[config.mk]
export PLATFORM = sky130hd
export DESIGN_NAME = timer_mc
export DESIGN_NICKNAME = d
export VERILOG_FILES = /design/src/rtl/timer_mc_pkg.sv /design/src/rtl/timer_channel.sv /design/src/rtl/timer_mc.sv
export SDC_FILE = /design/constraint.sdc
export NUM_CORES = 1
export LEC_CHECK = 0
export ABC_AREA = 1
export ABC_CLOCK_PERIOD_IN_PS = 2000
export CAP_MARGIN = 0
export CORE_MARGIN = 5
export CORE_UTILIZATION = 50
export CTS_CLUSTER_SIZE = 10
export DETAILED_ROUTE_END_ITERATION = 8
export PLACE_DENSITY_LB_ADDON = 0.25
export SLEW_MARGIN = 20
export SYNTH_ARGS = -nofsm -noshare
export SYNTH_HDL_FRONTEND = slang
export SYNTH_SLANG_ARGS = --single-unit
[constraint.sdc]
create_clock -name clk -period 2 [get_ports clk]
set_input_delay 0.3 -clock clk [delete_from_list [all_inputs] [get_ports clk]]
set_output_delay 0.3 -clock clk [all_outputs]
set_load 0.05 [all_outputs]
[src/rtl/timer_mc_pkg.sv]
// Shared definitions for the multi-channel timer: register indices within a
// channel's four-word window and the CTRL field positions.
package timer_mc_pkg;

    localparam logic [1:0] TMR_CTRL    = 2'd0;
    localparam logic [1:0] TMR_STATUS  = 2'd1;
    localparam logic [1:0] TMR_EXPIRE  = 2'd2;
    localparam logic [1:0] TMR_COUNTER = 2'd3;

    localparam int EN        = 0;
    localparam int PERIODIC  = 1;
    localparam int IRQ_EN    = 2;
    localparam int PRESC_LSB = 8;
    localparam int PRESC_MSB = 15;

endpackage

[src/rtl/timer_channel.sv]
// One timer channel: CTRL, EXPIRE, COUNTER, EXPIRED, prescaler and the
// registered interrupt, driven by pre-decoded write strobes.
module timer_channel
    import timer_mc_pkg::*;
#(
    parameter int CNT_W  = 32,
    parameter int DATA_W = 32
) (
    input  logic              clk,
    input  logic              rest,
    input  logic              ctrl_we_i,
    input  logic              status_we_i,
    input  logic              expire_we_i,
    input  logic              counter_we_i,
    input  logic [DATA_W-1:0] wr_data_i,
    output logic [DATA_W-1:0] ctrl_rd_o,
    output logic [DATA_W-1:0] status_rd_o,
    output logic [DATA_W-1:0] expire_rd_o,
    output logic [DATA_W-1:0] counter_rd_o,
    output logic              irq_o
);

    logic             en_q, en_d, periodic_q, periodic_d, irq_en_q, irq_en_d;
    logic             expired_q, expired_d, irq_q, irq_d;
    logic [7:0]       presc_q, presc_d, pcnt_q, pcnt_d;
    logic [CNT_W-1:0] expire_q, expire_d, count_q, count_d;
    logic             tick_s, hit_s;
    logic             unused_wr_s;

    assign unused_wr_s = ^wr_data_i;

    // Next-state logic; a COUNTER write swallows a coincident tick entirely.
    always_comb begin
        tick_s     = en_q && (pcnt_q == presc_q);
        hit_s      = tick_s && !counter_we_i && (count_q == expire_q);
        en_d       = en_q;
        periodic_d = periodic_q;
        irq_en_d   = irq_en_q;
        presc_d    = presc_q;
        pcnt_d     = pcnt_q;
        expire_d   = expire_q;
        count_d    = count_q;
        expired_d  = expired_q;

        if (ctrl_we_i && wr_data_i[EN]) begin
            pcnt_d = 8'd0;
        end else if (tick_s) begin
            pcnt_d = 8'd0;
        end else if (en_q) begin
            pcnt_d = pcnt_q + 8'd1;
        end else begin
            pcnt_d = pcnt_q;
        end

        if (ctrl_we_i) begin
            en_d       = wr_data_i[EN];
            periodic_d = wr_data_i[PERIODIC];
            irq_en_d   = wr_data_i[IRQ_EN];
            presc_d    = wr_data_i[PRESC_MSB:PRESC_LSB];
        end else if (hit_s && !periodic_q) begin
            en_d = 1'b0;
        end else begin
            en_d = en_q;
        end

        if (expire_we_i) begin
            expire_d = wr_data_i[CNT_W-1:0];
        end else begin
            expire_d = expire_q;
        end

        if (counter_we_i) begin
            count_d = wr_data_i[CNT_W-1:0];
        end else if (hit_s) begin
            count_d = '0;
        end else if (tick_s) begin
            count_d = count_q + CNT_W'(1);
        end else begin
            count_d = count_q;
        end

        if (hit_s) begin
            expired_d = 1'b1;
        end else if (status_we_i && wr_data_i[0]) begin
            expired_d = 1'b0;
        end else begin
            expired_d = expired_q;
        end

        irq_d = expired_d & irq_en_d;
    end

    // Channel state registers.
    always_ff @(posedge clk or negedge rest) begin
        if (!rest) begin
            en_q       <= 1'b0;
            periodic_q <= 1'b0;
            irq_en_q   <= 1'b0;
            presc_q    <= 8'd0;
            pcnt_q     <= 8'd0;
            expire_q   <= '0;
            count_q    <= '0;
            expired_q  <= 1'b0;
            irq_q      <= 1'b0;
        end else begin
            en_q       <= en_d;
            periodic_q <= periodic_d;
            irq_en_q   <= irq_en_d;
            presc_q    <= presc_d;
            pcnt_q     <= pcnt_d;
            expire_q   <= expire_d;
            count_q    <= count_d;
            expired_q  <= expired_d;
            irq_q      <= irq_d;
        end
    end

    // Readback views, zero-extended to the bus width.
    always_comb begin
        ctrl_rd_o                      = '0;
        ctrl_rd_o[EN]                  = en_q;
        ctrl_rd_o[PERIODIC]            = periodic_q;
        ctrl_rd_o[IRQ_EN]              = irq_en_q;
        ctrl_rd_o[PRESC_MSB:PRESC_LSB] = presc_q;
        status_rd_o                    = {{(DATA_W-1){1'b0}}, expired_q};
        expire_rd_o                    = DATA_W'(expire_q);
        counter_rd_o                   = DATA_W'(count_q);
    end

    assign irq_o = irq_q;

endmodule

[src/rtl/timer_mc.sv]
// Multi-channel timer bus slave: address decode, per-channel instances,
// registered read mux and one-cycle ready pulse.
module timer_mc
    import timer_mc_pkg::*;
#(
    parameter int N_CH   = 4,
    parameter int CNT_W  = 32,
    parameter int DATA_W = 32,
    parameter int ADDR_W = 30
) (
    input  logic              clk,
    input  logic              rest,
    input  logic              Timer_cs,
    input  logic              Timer_as,
    input  logic              Timer_rw,
    input  logic [ADDR_W-1:0] Timer_addr,
    input  logic [DATA_W-1:0] Timer_wr_data,
    output logic [DATA_W-1:0] Timer_rd_data,
    output logic              Timer_rdy,
    output logic [N_CH-1:0]   Timer_irq,
    output logic              Timer_irq_any
);

    logic              access_s, unused_addr_s;
    logic [2:0]        ch_s;
    logic [1:0]        reg_s;
    logic [DATA_W-1:0] rb_s [N_CH][4];
    logic [DATA_W-1:0] rd_mux_s, rd_data_d, rd_data_q;
    logic              rdy_d, rdy_q;
    logic [N_CH-1:0]   irq_s;

    assign access_s      = Timer_cs & Timer_as;
    assign ch_s          = Timer_addr[4:2];
    assign reg_s         = Timer_addr[1:0];
    assign unused_addr_s = ^Timer_addr[ADDR_W-1:5];

    for (genvar c = 0; c < N_CH; c++) begin : g_ch
        logic sel_s;
        assign sel_s = access_s & ~Timer_rw & (ch_s == 3'(c));

        timer_channel #(.CNT_W(CNT_W), .DATA_W(DATA_W)) u_ch (
            .clk          (clk),
            .rest         (rest),
            .ctrl_we_i    (sel_s && (reg_s == TMR_CTRL)),
            .status_we_i  (sel_s && (reg_s == TMR_STATUS)),
            .expire_we_i  (sel_s && (reg_s == TMR_EXPIRE)),
            .counter_we_i (sel_s && (reg_s == TMR_COUNTER)),
            .wr_data_i    (Timer_wr_data),
            .ctrl_rd_o    (rb_s[c][0]),
            .status_rd_o  (rb_s[c][1]),
            .expire_rd_o  (rb_s[c][2]),
            .counter_rd_o (rb_s[c][3]),
            .irq_o        (irq_s[c])
        );
    end

    // Read mux; channel indices with no instance fall through to zero.
    always_comb begin
        rd_mux_s = '0;
        for (int c = 0; c < N_CH; c++) begin
            rd_mux_s = (ch_s == 3'(c)) ? rb_s[c][reg_s] : rd_mux_s;
        end
        rdy_d     = access_s;
        rd_data_d = (access_s && Timer_rw) ? rd_mux_s : '0;
    end

    // Bus response registers.
    always_ff @(posedge clk or negedge rest) begin
        if (!rest) begin
            rdy_q     <= 1'b0;
            rd_data_q <= '0;
        end else begin
            rdy_q     <= rdy_d;
            rd_data_q <= rd_data_d;
        end
    end

    assign Timer_rdy     = rdy_q;
    assign Timer_rd_data = rd_data_q;
    assign Timer_irq     = irq_s;
    assign Timer_irq_any = |irq_s;

endmodule

==> results of run 1 <==
[sequential cells by signal, summed over array words and instances, names as in the netlist]
| signal | flops |
|---|---|
| Timer_rdy | 1 |
| g_ch.u_ch.counter_rd_o | 128 |
| g_ch.u_ch.expired_q | 4 |
| g_ch.u_ch.periodic_q | 4 |
| g_ch.u_ch.irq_en_q | 4 |
| g_ch.u_ch.en_q | 4 |
| g_ch.u_ch.expire_rd_o | 128 |
| g_ch.u_ch.presc_q | 32 |
| g_ch.u_ch.pcnt_q | 32 |
| g_ch.u_ch.irq_o | 4 |
| Timer_rd_data | 32 |
[cell families after synthesis]
kind of cell / count (synthesis) / synth area share, %
DFF: 373 / 37.3
and+or+nand+nor: 2132 / 36.3
adders and majority gates: 8 / 0.400
buffers and inverters: 692 / 11.0
AOI/OAI and AO/OA: 496 / 11.2
xor gates and xnor gates: 106 / 3.71
[Yosys cell counts, drive strengths merged, types with 2 or more instances]
library cell  count
nand3           410
clkbuf           83
xnor2            13
and2              5
nor2            295
ha                8
nand2          1286
o211ai            3
nor3             72
nand3b           17
o221ai           64
inv             505
xor2             93
dfrtp           373
o21ai           331
or2               2
o31ai             2
a21oi            56
buf              96
clkinv            8
nand4            41
o22ai            39
[through the flow]
step | util (%) | hold WS, ns | total power, mW | area [um2]
after floorplan | - | 0.00441 | 13.0 | 25000
after global placement | 57.3 | 0.231 | 15.2 | 28600
after detailed placement | 57.3 | 0.235 | 15.3 | 28600
after CTS | 60.1 | 0.200 | 23.6 | 30000
after global routing | 60.2 | 0.251 | 24.8 | 30000
final | 60.2 | 0.203 | 23.6 | 30000
[area by class of cell]
type | count | area, um2 | area share [%]
multi-input cells | 2742 | 13000 | 43.1
repair buffers | 369 | 3530 | 11.7
clock inverters | 3 | 18.8 | 0.0625
clock buffers | 72 | 1420 | 4.74
flip-flops and latches | 373 | 9340 | 31.1
inverters | 513 | 1930 | 6.41
well taps | 672 | 841 | 2.80
diodes | 1 | 2.50 | 0.00833
[metal layers]
metal  vias to the layer above  global-route usage (%)
met1                     12400                    48.0
li1                      12600                       -
met2                      1195                    52.2
met3                       244                    4.69
met5                         -                       0
met4                         0                    14.0
[timing repair]
item | in CTS | in global routing
resized for setup | 33 | 14
buffers inserted | 1 | 1
hold buffers | 1 | 0
endpoints found under the hold margin | 173 | 0
pin swaps | 1 | 2
endpoints found under the setup margin | 30 | 39
[path summary, 6_finish.rpt]
kind                       slack, ns                            end  depth (start not counted)
min in group clk                0.43   g_ch[2].u_ch.counter_rd_o[6]                          3
hold / removal                  0.20             g_ch[1].u_ch.irq_o                          2
hold reg to reg                 0.48        g_ch[3].u_ch.periodic_q                          2
setup / recovery                0.04               Timer_rd_data[1]                          1
setup reg to reg                0.10  g_ch[1].u_ch.counter_rd_o[23]                         12
max in group asynchronous       1.09  g_ch[2].u_ch.counter_rd_o[25]                          3
[power by group]
| part | leakage [nW] | internal (mW) | switching [mW] |
|---|---|---|---|
| combinational | 9.33 | 2.14 | 3.61 |
| sequential | 4.83 | 8.47 | 1.15 |
| clock | 0.709 | 4.83 | 3.44 |
==> impl_summary.md, run 1 <==
Outcome
The flow ran to the end, and the final reports show no timing, DRC or antenna violations.

Drt
The uppermost metal layer occupied by signal nets is met4. The final route contains 26.5k vias. For this block, wires on met1 add up to 39100 um. The detail-routed via count per cell is 5.58. The detail route stage leaves a number of antenna-violating nets equal to 0.

Wire segments on met2 add up to 40500 um in the final route. The routed design has 92900 um of wire. For this run, the detailed router's first-pass iteration total came to 9. The routed length on met3 is 8610 um.

The per-cell routed wire length is 19.6 um. The residual DRC count is 0. After the first detailed-routing iteration, the DRC count stood at 3173.

Place
The number of instances in the placed design is 4666. The estimated wirelength of the detail-placed design is 70700 um. In this run the tool buffered the top-level ports with 79 buffer cells. The final estimated routing congestion in global placement is 0.997.

The post-place setup slack is -0.435 ns.

Logic synthesis
The most used flip-flop cell after synthesis is sky130_fd_sc_hd__dfrtp_1. The synthesized design spends more area on one cell type than any other, namely sky130_fd_sc_hd__dfrtp_1. The count of flip-flops with a built-in enable after synthesis is 0. The number of nets in the synthesized netlist is 3882. For this run, the number of Yosys warnings is 0. The portion of the post-synthesis area used by sequential elements is 37.3%.

The synthesized flop and latch total is 373. For this run, asynchronously set or reset flops after synthesis account for 100%. The synthesized area is 0.0250 mm2. After technology mapping, the gate count stands at 3807.

The post-synthesis area per instance is 6.57 um2. The share of the synthesized area in the top cell type is 37.3%. Counting distinct cell types in the post-synthesis netlist gives 43.

Ranked by total cell area, the synthesized netlist is headed by sky130_fd_sc_hd__dfrtp_1, sky130_fd_sc_hd__nand2_1, sky130_fd_sc_hd__nand3_1.

Critical path
The type of element capturing the critical path is a primary output. Among cell families on the critical path, the largest total delay comes from buffers and inverters. The most critical setup path has its startpoint at Timer_rd_data[1].

The worst setup path is of the flip-flop to primary output kind. The number of buffers and inverters on the critical path is 1. The peak per-stage delay on the critical path is 0.57 ns. The slowest cell on the critical path is sky130_fd_sc_hd__dlygate4sd2_1. The signal on the critical path passes through dlygate4sd2_1. For the worst setup path, the data arrival time is 1.66 ns. The data required time at the worst endpoint is 1.70 ns.

STA classifies the critical path startpoint as a flip-flop. The launching point of the worst reg2reg path is g_ch[1].u_ch.counter_rd_o[11]. The maximum fanout count along the critical path is 1.

STA
The post-route clock skew is 0.0133 ns. The final-layout setup total negative slack is 0 ns. Setup repair after global routing left no endpoint under its margin. The final critical delay including setup and external delays is 1.96 ns.

The max-slew violation total from the final report is 0. The final-report setup violation count is 0. The final worst-path setup slack is 0.0386 ns. Measured against its own limit, the worst slew margin works out to 61.5%. The share of the cycle needed by the critical path after routing is 98.1%. The measured slew at the worst slew-check pin is 0.572 ns.

The final number of hold-violating endpoints was 0. The highest attainable clock frequency is 510 MHz.

CTS
The tree built by TritonCTS fans out to 373 sinks. At the later pin of the worst-skew pair, clock insertion delay measures 0.59 ns. The register clock-pin slew on the reported worst setup and hold paths is 0.06 ns. The H-tree was split into 2 levels. The TritonCTS clock tree is done. The cell chosen for the clock root is sky130_fd_sc_hd__clkbuf_16. The number of CTS-inserted buffers is 47. The worst-case clock buffer depth is 3.

Final layout
The layout has 4807 filler cells. The growth of design area from synthesis to finish is 20.1%. The non-filler instance count after layout is 4745.

The final net count is 4121. The commonest non-fill, non-tap cell in the layout is sky130_fd_sc_hd__nand2_1. The fraction of final layout cells with drive strength greater than 1 is 10.8%. In the layout the commonest cells are sky130_fd_sc_hd__nand2_1, sky130_fd_sc_hd__inv_1, sky130_fd_sc_hd__nand3_1, sky130_fd_sc_hd__dfrtp_1, sky130_fd_sc_hd__o21ai_0.

Global routing
The via count of the first global-routing pass is 24.4k. Global routing consumed, over all layers together, 33.8% of the routing resources. The maximum number of pins on one net before global-route repair is 65. The first-pass GRT wire length is 143000 um.

The initial antenna violation count is 1. Summed over all layers, the global routing overflow is 0.

Die
During I/O placement, the number of pins put on the boundary was 105. The initial core utilization is 50.1%. The total die area is 0.0546 mm2. The width of the die is 234 um. The number of cell rows is 82. The floorplan step set the die height to 234 um.

The region available for standard cell placement spans 0.0499 mm2.

Power
The peak ir drop on the vdd network is 0.000601 V. The leakage power total is 14.9 nW. The power density over the cells is 787 mW/mm2.

Flow run
The tool flagged a number of max-cap violations equal to 0.

Hold path
The path class of the tightest hold or removal check is input port to asynchronous set/reset pin.
(Power assumes the default switching activity.)
==> run 2: changes to the inputs <==
- CORE_MARGIN: 5 -> 2
- PLACE_DENSITY: unset -> 0.68
- PLACE_DENSITY_LB_ADDON: 0.25 -> unset
==> run 2 against run 1 <==
  * The run now ends with setup timing left
  * Clock power about the same
  * Fmax is 2.4% lower
  * Global-route usage rose by 2.7 points
  * Via count decreased by 0.56%
  * First-iteration DRC count fell by 8.8%
  * Largest cell class unchanged
  * Highest routed layer unchanged
==> impl_summary.md, run 2 (synthesis gave the netlist of run 1 again) <==
Drt
The detailed-routing iteration count for the pre-antenna-repair pass is 6 (-3). The number of DRC markers after the initial detailed-route iteration is 2895 (-8.8%). The per-cell routed wire length is 19.7 um (+0.54%). The number of antenna-violating nets in the routed design is 0 (unchanged).

The detail-routed via count per cell was 5.53 (-0.83%). The residual DRC count is 0 (unchanged). The final wirelength is 93700 um (+0.81%).

The number of vias in the routed layout came to 26.3k (-0.56%).

Die
The number of cell rows came to 81 (-1.2%). The total die area came to 0.0518 mm2 (-5.1%). The initial core utilization is 50.9% (+0.72 points). The I/O pin count is 105 (unchanged). The width of the die is 228 um (-2.6%).

The core footprint is 0.0492 mm2 (-1.4%). The floorplan die height is 228 um (-2.6%).

Critical path
The category of the critical setup timing path is input port to flip-flop. The data required time at the worst endpoint is 2.49 ns (+0.79 ns). The maximum fanout count along the critical path is 21 (+20). The cell count of the worst reg-to-reg path is 12 (unchanged). The endpoint arrival time on the critical path was 2.50 ns (+0.84 ns).

The worst-case register-to-register setup slack is 0.12 ns (+0.02 ns). The type of element capturing the critical path is a flip-flop. The endpoint identified for the worst register-to-register timing path is g_ch[0].u_ch.counter_rd_o[6]. The kind of start point of the critical path is an input port. In this run the critical register-to-register path is launched from g_ch[0].u_ch.counter_rd_o[16].

Power
The power density over the cells is 785 mW/mm2 (-0.26%). The peak ir drop on the vdd network is 0.000573 V (-4.7%). The power consumption came to 23.6 mW (about the same). The leakage power total was 14.9 nW (+0.37%).

Final layout
The number of fill cells in the layout was 4759 (-1.0%). The fraction of final layout cells with drive strength greater than 1 was 11.2% (+0.41 points). The commonest non-fill, non-tap cell in the layout is sky130_fd_sc_hd__nand2_1. The final net count is 4141 (+0.49%).

The combined flip-flop and latch cell area is 0.00934 mm2 (about the same). In the layout the commonest cells are sky130_fd_sc_hd__nand2_1, sky130_fd_sc_hd__inv_1, sky130_fd_sc_hd__nand3_1, sky130_fd_sc_hd__dfrtp_1, sky130_fd_sc_hd__o21ai_0. The growth of design area from synthesis to finish is 20.4%.

The area taken by multi-input logic gates is 0.0130 mm2 (about the same).

STA
The final worst-path setup slack is -0.00904 ns (-0.0476 ns). The final-layout setup total negative slack is -0.00904 ns (-0.00904 ns). The highest attainable clock frequency was 498 MHz (-2.4%). The max-slew violation total from the final report came to 0 (unchanged). The final number of hold-violating endpoints is 0 (unchanged). The share of the cycle needed by the critical path after routing is 100% (+2.4 points).

The final critical delay including setup and external delays is 2.01 ns (+0.0476 ns). Setup repair after global routing could not meet its margin everywhere. The relative slew slack is 58.8% (-2.7 points). The measured slew at the worst slew-check pin is 0.617 ns (+0.0449 ns). The final-report setup violation count came to 1 (+1).

The post-route clock skew was 0.0192 ns (+0.00595 ns).

Global routing
The global routing usage summed across all routing layers is 36.5% (+2.7 points). The maximum number of pins on one net before global-route repair was 86 (+32%). The first-pass GRT wire length is 142000 um (-0.35%). The global-route congestion overflow total is 0 (unchanged). The initial antenna violation count is 2 (+1). The via count of the first global-routing pass is 24.2k (-0.82%).

CTS
The clock sink total is 373 (unchanged). The H-tree level count is 2 (unchanged). In this run the clock root is driven by a sky130_fd_sc_hd__clkbuf_16. The clock insertion delay at the later pin of the skew report is 0.60 ns (about the same). TritonCTS built the clock tree. The number of CTS-inserted buffers came to 47 (unchanged). The worst-case clock buffer depth is 3 (unchanged). The register clock-pin slew on the reported worst setup and hold paths is 0.06 ns (about the same).

Outcome
The flow ran to the end, but the final reports show violations. The final reports fail on setup timing.

Place
The estimated wirelength of the detail-placed design is 71500 um (+1.1%). The final estimated routing congestion in global placement was 1.02 (+2.6%). The number of buffers added on ports is 79 (unchanged).

Hold path
The tightest min-delay check is of the input port to asynchronous set/reset pin type.

Flow run
The max-capacitance violation count was 0 (unchanged).
-- run 2: cell types whose count changed in the layout (fill, tap and decap cells not counted), moves of 2 or more --
cell / change
sky130_fd_sc_hd__buf_12: -6
sky130_fd_sc_hd__buf_4: +25
sky130_fd_sc_hd__clkbuf_1: -2
sky130_fd_sc_hd__clkinv_2: +3
sky130_fd_sc_hd__dlygate4sd2_1: +2
-- run 2: worst max-delay path by stage --
stage                                            start                             to  slack (ns)
final                                    Timer_addr[1]              Timer_rd_data[30]      -0.009
after global routing                g_ch[0].u_ch.irq_o                  Timer_irq_any      -0.009
after CTS                           g_ch[3].u_ch.irq_o                  Timer_irq_any       -0.02
after detailed placement                 Timer_addr[1]              Timer_rd_data[30]       -0.50
after global placement                   Timer_addr[1]              Timer_rd_data[23]       -0.43
after floorplan           g_ch[2].u_ch.counter_rd_o[0]  g_ch[2].u_ch.counter_rd_o[20]        0.38
-- run 2: report_power, final --
part | internal (mW) | total [mW] | leakage, nW | switching, mW
Combinational | 2.16 | 5.77 | 9.37 | 3.61
Clock | 4.82 | 8.26 | 0.714 | 3.44
Sequential | 8.47 | 9.60 | 4.83 | 1.13
-- run 2: per-layer routing --
metal | up-vias | share of wire [%] | track usage, %
li1 | 12600 | - | -
met1 | 12300 | 43 | 50.8
met2 | 1173 | 43 | 55.8
met3 | 220 | 9.2 | 6.31
met4 | 0 | 4.8 | 16.6
met5 | - | 0 | 0
-- run 2: area by class of cell --
| class | instances | area share (%) |
|---|---|---|
| inverter | 513 | 6.40 |
| tap | 664 | 2.76 |
| timing repair buffer | 389 | 12.0 |
| clock buffer | 70 | 4.70 |
| sequential | 373 | 31.0 |
| clock inverter | 5 | 0.0831 |
| multi-input combinational | 2742 | 43.0 |
| antenna | 2 | 0.0166 |
-- run 2: repair_timing --
action | 4_1_cts | 5_1_grt
hold buffers | 1 | 0
endpoints found under the setup margin | 32 | 48
setup buffers | 1 | 0
endpoints found under the hold margin | 297 | 0
resized for setup | 34 | 11
-- run 2: metrics by stage --
stage,cells,cell area [um2],hold slack [ns],utilization (%),setup slack (ns)
5_1_grt,4756,30100,0.205,61.2,-0.00859
3_5_place_dp,4679,28600,0.185,58.3,-0.504
6_report,4758,30100,0.181,61.2,-0.00904
2_1_floorplan,3807,25000,0.00441,-,0.381
4_1_cts,4756,30100,0.166,61.2,-0.0150
3_3_place_gp,4679,28600,0.184,58.3,-0.432
-- run 2: critical path, cell delays in order --
cell and delay (ns):
sky130_fd_sc_hd__clkdlybuf4s50_1 0.51, sky130_fd_sc_hd__buf_12 0.15, sky130_fd_sc_hd__nand2_4 0.17, sky130_fd_sc_hd__buf_4 0.25, sky130_fd_sc_hd__buf_12 0.17, sky130_fd_sc_hd__o22ai_1 0.35, sky130_fd_sc_hd__nand2_1 0.14, sky130_fd_sc_hd__nand3_1 0.14
sky130_fd_sc_hd__a21oi_1 0.08, sky130_fd_sc_hd__nor3_1 0.21
